## src/rtl/sd_spi_arbiter.sv

```systemverilog
// Two-requester arbiter around a single mode-0 SPI byte engine for the SD card.
// Round-robin per transaction, with an owner lock that keeps card select asserted.
module sd_spi_arbiter (
    input  logic       clk,
    input  logic       rst_n,
    input  logic       req0,
    input  logic       req1,
    input  logic       lock0,
    input  logic       lock1,
    input  logic [7:0] wdata0,
    input  logic [7:0] wdata1,
    input  logic [1:0] csel0,
    input  logic [1:0] csel1,
    output logic       ack0,
    output logic       ack1,
    output logic [7:0] rdata,
    output logic       owner,
    output logic       busy,
    output logic       sd_cs0_n,
    output logic       sd_cs1_n,
    output logic       sd_sclk,
    output logic       sd_mosi,
    input  logic       sd_miso
);

    typedef enum logic [2:0] {
        ST_IDLE,
        ST_LOAD,
        ST_SHIFT,
        ST_DONE,
        ST_HOLD
    } state_t;

    state_t     state_q, state_d;
    logic       owner_q, owner_d;
    logic       last_owner_q, last_owner_d;
    logic [7:0] shreg_q, shreg_d;
    logic [7:0] rdata_q, rdata_d;
    logic [3:0] cnt_q, cnt_d;
    logic [1:0] cs_q, cs_d;
    logic       grant;

    logic       req_own;
    logic       lock_own;
    logic [7:0] wdata_own;
    logic [1:0] csel_own;

    assign req_own   = owner_q ? req1   : req0;
    assign lock_own  = owner_q ? lock1  : lock0;
    assign wdata_own = owner_q ? wdata1 : wdata0;
    assign csel_own  = owner_q ? csel1  : csel0;

    // NOTE: every next-state variable gets a default first so no path leaves one unassigned (no latches).
    always_comb begin
        state_d      = state_q;
        owner_d      = owner_q;
        last_owner_d = last_owner_q;
        shreg_d      = shreg_q;
        rdata_d      = rdata_q;
        cnt_d        = cnt_q;
        cs_d         = cs_q;
        grant        = 1'b0;

        unique case (state_q)
            ST_IDLE: begin
                if (req0 || req1) begin
                    grant        = (req0 && req1) ? ~last_owner_q : req1;
                    owner_d      = grant;
                    last_owner_d = grant;
                    state_d      = ST_LOAD;
                end
            end
            ST_LOAD: begin
                shreg_d = wdata_own;
                cnt_d   = 4'd0;
                // Selecting both cards at once is illegal; deselect both and still clock the byte.
                cs_d    = (csel_own == 2'b00) ? 2'b11 : csel_own;
                state_d = ST_SHIFT;
            end
            ST_SHIFT: begin
                if (cnt_q[0]) begin
                    shreg_d = {shreg_q[6:0], sd_miso};
                end
                if (cnt_q == 4'd15) begin
                    state_d = ST_DONE;
                end else begin
                    cnt_d = cnt_q + 4'd1;
                end
            end
            ST_DONE: begin
                rdata_d = shreg_q;
                shreg_d = 8'hFF;
                if (lock_own) begin
                    state_d = ST_HOLD;
                end else begin
                    state_d = ST_IDLE;
                    cs_d    = 2'b11;
                end
            end
            ST_HOLD: begin
                if (req_own) begin
                    state_d = ST_LOAD;
                end else if (!lock_own) begin
                    state_d = ST_IDLE;
                    cs_d    = 2'b11;
                end
            end
            default: begin
                state_d = ST_IDLE;
                cs_d    = 2'b11;
            end
        endcase
    end

    // NOTE: sequential state uses non-blocking assignments only, so every register samples pre-edge values.
    always_ff @(posedge clk or negedge rst_n) begin
        if (!rst_n) begin
            state_q      <= ST_IDLE;
            owner_q      <= 1'b0;
            last_owner_q <= 1'b1;
            shreg_q      <= 8'hFF;
            rdata_q      <= 8'hFF;
            cnt_q        <= 4'd0;
            cs_q         <= 2'b11;
        end else begin
            state_q      <= state_d;
            owner_q      <= owner_d;
            last_owner_q <= last_owner_d;
            shreg_q      <= shreg_d;
            rdata_q      <= rdata_d;
            cnt_q        <= cnt_d;
            cs_q         <= cs_d;
        end
    end

    // Outputs decode registered state only; nothing combinational from the request inputs.
    assign ack0     = (state_q == ST_DONE) && !owner_q;
    assign ack1     = (state_q == ST_DONE) &&  owner_q;
    assign rdata    = rdata_q;
    assign owner    = owner_q;
    assign busy     = (state_q != ST_IDLE);
    assign sd_cs1_n = cs_q[1];
    assign sd_cs0_n = cs_q[0];
    assign sd_sclk  = (state_q == ST_SHIFT) && cnt_q[0];
    assign sd_mosi  = (state_q == ST_SHIFT) ? shreg_q[7] : 1'b1;

endmodule

```

## config.mk

```make
export PLATFORM = sky130hd
export DESIGN_NAME = sd_spi_arbiter
export DESIGN_NICKNAME = d
export VERILOG_FILES = /design/src/rtl/sd_spi_arbiter.sv
export SDC_FILE = /design/constraint.sdc
export NUM_CORES = 1
export LEC_CHECK = 0
export CAP_MARGIN = 0
export CORE_ASPECT_RATIO = 1.2
export CORE_UTILIZATION = 51
export CTS_BUF_LIST = sky130_fd_sc_hd__clkbuf_16
export DETAILED_ROUTE_END_ITERATION = 10
export GPL_ROUTABILITY_DRIVEN = 0
export PLACE_DENSITY = 0.92
export SLEW_MARGIN = 5
export SYNTH_ARGS = -nofsm -noshare
export SYNTH_HDL_FRONTEND = slang
export SYNTH_SLANG_ARGS = --single-unit
```

## constraint.sdc

```tcl
create_clock -name clk -period 2.5 [get_ports clk]
set_clock_uncertainty 0.05 [all_clocks]
set_input_delay 0.375 -clock clk [delete_from_list [all_inputs] [get_ports clk]]
set_output_delay 0.375 -clock clk [all_outputs]
set_load 0.03 [all_outputs]
```

==> tab_implementation.tex, run 1 <==
\begin{tabular}{lr}
\hline
Metric & Value \\
\hline
\multicolumn{2}{l}{\textbf{Timing}} \\
Number of setup violations in the final report & 0 \\
Setup TNS & 0 ns \\
F\_max & just over 400 MHz \\
Tmin final & about 2.4 ns \\
Setup repair after global routing missed its margin & no \\
Actual slew at the worst max-slew pin & around 0.48 ns \\
Final critical-path share of the clock period & 0.976 \\
Count of endpoints failing hold in the final timing report & 0 \\
Total count of max-transition violations in the final report & 0 \\
Headroom to the max-slew limit & 0.679 \\
Final Worst Setup Slack & $\sim$0.060 ns \\
\multicolumn{2}{l}{\textbf{Power and ir drop}} \\
Pleak & 0.925 nW \\
Power per standard cell area & between 1000 and 1500 mW/mm\^{}2 \\
Worst IR drop on VDD & between 1000 and 1500 uV \\
\multicolumn{2}{l}{\textbf{Logic synthesis}} \\
Syn Inst Count & 140 \\
Share of async-settable or async-resettable flops after synthesis & 1.00 \\
Number of distinct standard cells referenced by the synthesized netlist & 36 \\
Leading post-synthesis cells by cell area & sky130\_fd\_sc\_hd\_\_dfstp\_2 32\%, sky130\_fd\_sc\_hd\_\_dfrtp\_1 13\%, sky130\_fd\_sc\_hd\_\_mux2i\_1 13\% \\
Most common cell in the synthesized netlist & sky130\_fd\_sc\_hd\_\_mux2i\_1 \\
Mean post-synth cell area & 11.3 um\^{}2 \\
Number of warnings printed during yosys synthesis & 0 \\
Flip-flop and latch count after synthesis & 27 \\
Number of enable-type register cells in the synthesized netlist & 0 \\
Top cells by instance count after synthesis & 20 x sky130\_fd\_sc\_hd\_\_mux2i\_1, 19 x sky130\_fd\_sc\_hd\_\_dfstp\_2, 13 x sky130\_fd\_sc\_hd\_\_nor2\_1 \\
Leading register cell type out of synthesis & sky130\_fd\_sc\_hd\_\_dfstp\_2 \\
Syn Std Cell Area & approximately 0.0016 mm\^{}2 \\
Area share of the largest cell type after synthesis & 0.316 \\
Sequential fraction of the synthesis area & 0.443 \\
Cell type with the highest aggregate area in the netlist & sky130\_fd\_sc\_hd\_\_dfstp\_2 \\
Post-Syn Nets & between 150 and 200 \\
\multicolumn{2}{l}{\textbf{Layout}} \\
Area used by multi-input combinational logic & a little under 800 um\^{}2 \\
Net count of the finished layout & 213 \\
Area growth from synthesis to layout & 33.4\% \\
Count of filler cells inserted in the layout & around 180 \\
Number of antenna repair diodes & 0 \\
Layout cell share with drive strength beyond 1 & 0.288 \\
Area of all sequential standard cells & about 700 um\^{}2 \\
Util after Layout & 0.736 \\
\multicolumn{2}{l}{\textbf{Clock network}} \\
Maximum clock insertion buffer count & 2 \\
Clk root buf & sky130\_fd\_sc\_hd\_\_clkbuf\_16 \\
CTS tree & yes \\
Skew-Pair Late Insertion Delay & approximately 0.27 ns \\
Clock edge transition at the registers on the reported setup and hold paths & roughly 0.07 ns \\
Clock buffers created by TritonCTS & 3 \\
H-tree depth reported by CTS & 1 \\
Clk sinks & 27 \\
\multicolumn{2}{l}{\textbf{Die}} \\
Die Outline Area & between 0.003 and 0.004 mm\^{}2 \\
Initial Util & 0.551 \\
Standard-cell row count & 21 \\
Boundary Pins & 43 \\
Die extent in x & around 53 um \\
Die outline height & approximately 63 um \\
Area of the core & around 0.0029 mm\^{}2 \\
\multicolumn{2}{l}{\textbf{Global routing}} \\
Global routing met1 resource utilization & 0.322 \\
Grt met3 use & 0.0438 \\
Met2 global-route usage & 0.491 \\
GRT Max-Usage Layer & met2 \\
GRT Util Overall & 0.277 \\
Global-route wire length before repair & 6.69 mm \\
Remaining global-route overflow & 0 \\
Via count of the first global-routing pass & 1376 \\
Pin count of the biggest net entering global routing & 28 \\
Initial antenna violation count & 0 \\
\multicolumn{2}{l}{\textbf{Critical path}} \\
Source of the worst register-to-register timing path & owner \\
Worst reg2reg path depth & 4 \\
Crit start category & register \\
Highest net fanout along the worst path & 11 \\
Worst r2r dst & cs\_q[1] \\
Register-to-Register Setup Slack & $\sim$0.82 ns \\
Crit path required time & $\sim$2.1 ns \\
Crit Path Class & reg -> out \\
Startpoint of the most critical setup path & state\_q[2] \\
Setup crit end kind & primary output \\
Worst setup path endpoint & ack1 \\
Arrival @ worst endpoint & 2.02 ns \\
\multicolumn{2}{l}{\textbf{Routing}} \\
Wire length after detailed routing & around 3.9 mm \\
Wire length per cell after detailed routing & $\sim$18 um \\
Vias & approximately 1300 \\
Number of vias per cell & between 5 and 6 \\
Routed Antenna Nets & 0 \\
Router iterations before antenna repair & 4 \\
1st-iter DRT viols & 52 \\
Number of design rule violations left after detail routing & 0 \\
\multicolumn{2}{l}{\textbf{Place}} \\
Worst slack after detailed placement & between 0.3 and 0.4 ns \\
Port Buf Inserts & 42 \\
Detail Placement HPWL & roughly 2.7 mm \\
\multicolumn{2}{l}{\textbf{Run}} \\
Maximum capacitance violations & 0 \\
\multicolumn{2}{l}{\textbf{Run status}} \\
Result of the run & complete, no violations \\
\multicolumn{2}{l}{\textbf{Hold path}} \\
Worst min-delay path category & in -> async \\
\hline
\end{tabular}
==> flip-flops by register name, indices dropped and copies added (netlist names) <==
register / count
owner: 1
state_q: 3
shreg_q: 8
cs_q: 2
last_owner_q: 1
cnt_q: 4
rdata: 8
==> through the flow <==
step	cells	power [mW]	hold WS (ns)	cell area (um^2)
floorplan	140	2.12	0.0294	1580
global placement	214	2.51	0.431	2020
detailed placement	214	2.58	0.434	2020
CTS	218	2.99	0.444	2100
global route	218	3.17	0.464	2110
finish	218	3.01	0.439	2110
==> per-layer routing <==
| metal | share of wire | wire length, um |
|---|---|---|
| met5 | 0 | 0 |
| met4 | 0.020 | 79 |
| met3 | 0.041 | 163 |
| met2 | 0.55 | 2160 |
| met1 | 0.39 | 1550 |
==> power breakdown <==
group / switching, mW / total, mW / internal, mW
Sequential: 0.231 / 1.00 / 0.770
Combinational: 0.818 / 1.62 / 0.803
Clock: 0.163 / 0.382 / 0.218
Total: 1.21 / 3.01 / 1.79
==> cell usage in the layout (no fill, tap or decap), types with 3 or more instances in the layout <==
cell | netlist | routed
sky130_fd_sc_hd__nor3_1 | 3 | 3
sky130_fd_sc_hd__nand2_1 | 6 | 6
sky130_fd_sc_hd__a21oi_1 | 10 | 10
sky130_fd_sc_hd__nand2b_1 | 5 | 5
sky130_fd_sc_hd__mux2_2 | 9 | 9
sky130_fd_sc_hd__dfstp_2 | 19 | 19
sky130_fd_sc_hd__clkdlybuf4s50_1 | 0 | 41
sky130_fd_sc_hd__mux2i_1 | 20 | 20
sky130_fd_sc_hd__mux2_4 | 7 | 7
sky130_fd_sc_hd__inv_1 | 6 | 6
sky130_fd_sc_hd__buf_4 | 3 | 6
sky130_fd_sc_hd__clkbuf_16 | 0 | 3
sky130_fd_sc_hd__dfrtp_1 | 8 | 7
sky130_fd_sc_hd__nor2_1 | 13 | 13
==> final cells by class <==
| type | count | area share |
|---|---|---|
| Multi-Input combinational cell | 99 | 0.375 |
| Sequential cell | 27 | 0.333 |
| Timing Repair Buffer | 48 | 0.222 |
| Clock buffer | 3 | 0.0356 |
| Tap cell | 34 | 0.0202 |
| Inverter | 6 | 0.0107 |
| Clock inverter | 1 | 0.00356 |
==> repair_timing <==
item	4_1_cts	5_1_grt
buffers inserted	0	0
setup endpoints to repair	0	3
gates resized for setup	0	2
hold buffers	0	0
==> critical path, cell delays in order (launching register included) <==
cell and delay [ns]:
sky130_fd_sc_hd__dfrtp_1 0.55, sky130_fd_sc_hd__inv_1 0.19, sky130_fd_sc_hd__nand3_2 0.18, sky130_fd_sc_hd__nor2_1 0.14, sky130_fd_sc_hd__clkdlybuf4s50_1 0.68
==> cells by family after synthesis <==
group / synth area share
and+or+nand+nor: 0.166
muxes: 0.258
DFF: 0.443
AOI/OAI and AO/OA: 0.0697
buffers and inverters: 0.0563
adders and majority gates: 0.00792
==> worst min path at each step <==
stage                  to  startpoint
4_1_cts           cs_q[0]     cs_q[0]
3_5_place_dp      cs_q[0]     cs_q[0]
3_3_place_gp      cs_q[1]     cs_q[1]
2_1_floorplan    cnt_q[0]       rst_n
5_1_grt        state_q[2]       rst_n
6_report       state_q[2]       rst_n
Power figures use the tool's default switching activity.
==> run 2, diff against run 1 <==
SLEW_MARGIN = 20   (was 5)
==> results of run 2 <==
No change in the layout: final DEF, timing and power equal those of run 1.
==> run 3, diff against run 2 <==
GPL_TIMING_DRIVEN = 0   (was not set)
==> run 3 against run 2 <==
Hold slack worse by 0.38 ns. Count of clock-buffer cells in the layout stayed put. Global-route usage is 2.1 points lower. Utilization is 0.44 points higher. Critical path depth is 2 higher. Fmax is 2.5% higher. Wire length is 7.3% lower. Die area stayed put. Register-to-register slack better by 0.20 ns. Cell area is 0.59% higher. Via count is 3.8% lower. Clock power is 2% lower. Critical path type unchanged. Critical endpoint is now ack0.
==> tab_implementation.tex, run 3 (synthesis results as in run 1) <==
\begin{tabular}{lr}
\hline
Metric & Value \\
\hline
\multicolumn{2}{l}{\textbf{Timing}} \\
Headroom to the max-slew limit & 0.605 (was 0.679) \\
Tmin final & 2.38 ns (was 2.44 ns) \\
Count of endpoints failing hold in the final timing report & 0 (unchanged) \\
Total count of max-transition violations in the final report & 0 (unchanged) \\
Final critical-path share of the clock period & 0.952 (was 0.976) \\
Final Worst Setup Slack & 0.119 ns (was 0.0596 ns) \\
Actual slew at the worst max-slew pin & 0.592 ns (was 0.481 ns) \\
Setup TNS & 0 ns (unchanged) \\
F\_max & 420 MHz (was 410 MHz) \\
Setup repair after global routing missed its margin & no (unchanged) \\
Number of setup violations in the final report & 0 (unchanged) \\
\multicolumn{2}{l}{\textbf{Die}} \\
Die outline height & 63.0 um (unchanged) \\
Die Outline Area & 0.00332 mm\^{}2 (unchanged) \\
Boundary Pins & 43 (unchanged) \\
Initial Util & 0.551 (unchanged) \\
Standard-cell row count & 21 (unchanged) \\
Die extent in x & 52.8 um (unchanged) \\
Area of the core & 0.00286 mm\^{}2 (unchanged) \\
\multicolumn{2}{l}{\textbf{Global routing}} \\
GRT Util Overall & 0.257 (was 0.277) \\
Pin count of the biggest net entering global routing & 28 (unchanged) \\
Via count of the first global-routing pass & 1380 (was 1376) \\
Remaining global-route overflow & 0 (unchanged) \\
Global-route wire length before repair & 6.20 mm (was 6.69 mm) \\
Initial antenna violation count & 0 (unchanged) \\
\multicolumn{2}{l}{\textbf{Hold path}} \\
Worst min-delay path category & in -> async (unchanged) \\
\multicolumn{2}{l}{\textbf{Layout}} \\
Util after Layout & 0.740 (was 0.736) \\
Layout cell share with drive strength beyond 1 & 0.296 (was 0.288) \\
Net count of the finished layout & 215 (was 213) \\
Area growth from synthesis to layout & 34.2\% (was 33.4\%) \\
Most frequent standard cell in the layout excluding fill and tap cells & sky130\_fd\_sc\_hd\_\_clkdlybuf4s50\_1 (unchanged) \\
Number of antenna repair diodes & 0 (unchanged) \\
Most frequent cells in the layout & 40 x sky130\_fd\_sc\_hd\_\_clkdlybuf4s50\_1, 20 x sky130\_fd\_sc\_hd\_\_mux2i\_1, 19 x sky130\_fd\_sc\_hd\_\_dfstp\_2 (was 41 x sky130\_fd\_sc\_hd\_\_clkdlybuf4s50\_1, 20 x sky130\_fd\_sc\_hd\_\_mux2i\_1, 19 x sky130\_fd\_sc\_hd\_\_dfstp\_2) \\
\multicolumn{2}{l}{\textbf{Routing}} \\
Routed Antenna Nets & 0 (unchanged) \\
1st-iter DRT viols & 26 (was 52) \\
Wire length after detailed routing & 3.66 mm (was 3.95 mm) \\
Vias & 1232 (was 1281) \\
Number of design rule violations left after detail routing & 0 (unchanged) \\
Wire length per cell after detailed routing & 16.6 um (was 18.1 um) \\
Number of vias per cell & 5.60 (was 5.88) \\
Router iterations before antenna repair & 4 (unchanged) \\
\multicolumn{2}{l}{\textbf{Critical path}} \\
Worst r2r dst & state\_q[0] (was cs\_q[1]) \\
Highest net fanout along the worst path & 10 (was 11) \\
Crit start category & register (unchanged) \\
Setup crit end kind & primary output (unchanged) \\
Crit path required time & 2.08 ns (about the same) \\
Crit Path Class & reg -> out (unchanged) \\
Worst reg2reg path depth & 4 (unchanged) \\
Source of the worst register-to-register timing path & cnt\_q[0] (was owner) \\
Arrival @ worst endpoint & 1.96 ns (was 2.02 ns) \\
Register-to-Register Setup Slack & 1.02 ns (was 0.82 ns) \\
\multicolumn{2}{l}{\textbf{Power and ir drop}} \\
Pleak & 0.943 nW (was 0.925 nW) \\
Total design power & 3.01 mW (about the same) \\
Worst IR drop on VDD & 1070 uV (was 1160 uV) \\
Power per standard cell area & 1420 mW/mm\^{}2 (was 1430 mW/mm\^{}2) \\
\multicolumn{2}{l}{\textbf{Clock network}} \\
Hold-fix buffers at CTS & 0 (unchanged) \\
H-tree depth reported by CTS & 1 (unchanged) \\
Maximum clock insertion buffer count & 2 (unchanged) \\
Skew-Pair Late Insertion Delay & 0.27 ns (about the same) \\
Post-CTS setup repair buffer count & 0 (unchanged) \\
Clk sinks & 27 (unchanged) \\
CTS tree & yes (unchanged) \\
Clock edge transition at the registers on the reported setup and hold paths & 0.07 ns (about the same) \\
Resize count post-CTS & 0 (unchanged) \\
Clock buffers created by TritonCTS & 3 (unchanged) \\
Clk root buf & sky130\_fd\_sc\_hd\_\_clkbuf\_16 (unchanged) \\
\multicolumn{2}{l}{\textbf{Run status}} \\
Result of the run & complete, no violations (unchanged) \\
\multicolumn{2}{l}{\textbf{Run}} \\
Maximum capacitance violations & 0 (unchanged) \\
\multicolumn{2}{l}{\textbf{Place}} \\
Detail Placement HPWL & 2.54 mm (was 2.73 mm) \\
Worst slack after detailed placement & 0.425 ns (was 0.369 ns) \\
Port Buf Inserts & 42 (unchanged) \\
\hline
\end{tabular}
run 3: cell types whose count changed in the layout (fill, tap and decap cells not counted), sizes merged:
cell	before	now
buf	6	9
clkinv	0	1
clkdlybuf4s50	41	40
clkinvlp	1	0
run 3: metrics by stage:
stage,cell area [um^2],hold slack (ns),instances
finish,2120,0.0555,220
global route,2120,0.103,220
CTS,2120,0.0705,220
detailed placement,2040,0.359,216
global placement,2040,0.423,216
floorplan,1580,0.0294,140
run 3: worst max path at each step:
stage                          start   end  slack [ns]  depth (start not counted)
after floorplan                owner  ack1        0.82                          3
after global placement    state_q[2]  ack0        0.44                          6
after detailed placement  state_q[2]  ack1        0.43                          6
after CTS                 state_q[2]  ack1        0.07                          6
after global routing      state_q[2]  ack0        0.04                          6
final                     state_q[2]  ack0        0.12                          6
run 3: worst max-delay path, cell delays in order (launching register included):
cell and delay (ns):
sky130_fd_sc_hd__dfrtp_1 0.38, sky130_fd_sc_hd__buf_4 0.18, sky130_fd_sc_hd__inv_1 0.10, sky130_fd_sc_hd__nand3_2 0.09, sky130_fd_sc_hd__buf_6 0.16, sky130_fd_sc_hd__nor2_1 0.09
sky130_fd_sc_hd__clkdlybuf4s50_1 0.68
run 3: cell type report:
| class | count | area (um^2) |
|---|---|---|
| buffer | 8 | 66.3 |
| tap | 34 | 42.5 |
| sequential | 27 | 699 |
| multi-input combinational | 99 | 791 |
| inverter | 6 | 22.5 |
| clock inverter | 1 | 5.00 |
| clock buffer | 3 | 75.1 |
| timing repair buffer | 42 | 418 |
| fill | 183 | 744 |
run 3: power by group:
group	internal, mW	switching, mW	leakage, nW	total, mW
registers	0.769	0.166	0.303	0.934
clock network	0.216	0.158	0.0409	0.374
logic	0.835	0.868	0.599	1.70
total	1.82	1.19	0.943	3.01
run 3: layer usage:
| layer | routed length, um | global-route usage |
|---|---|---|
| met4 | 69 | 0.125 |
| met2 | 1990 | 0.449 |
| met3 | 109 | 0.0292 |
| met5 | 0 | 0 |
| met1 | 1490 | 0.297 |
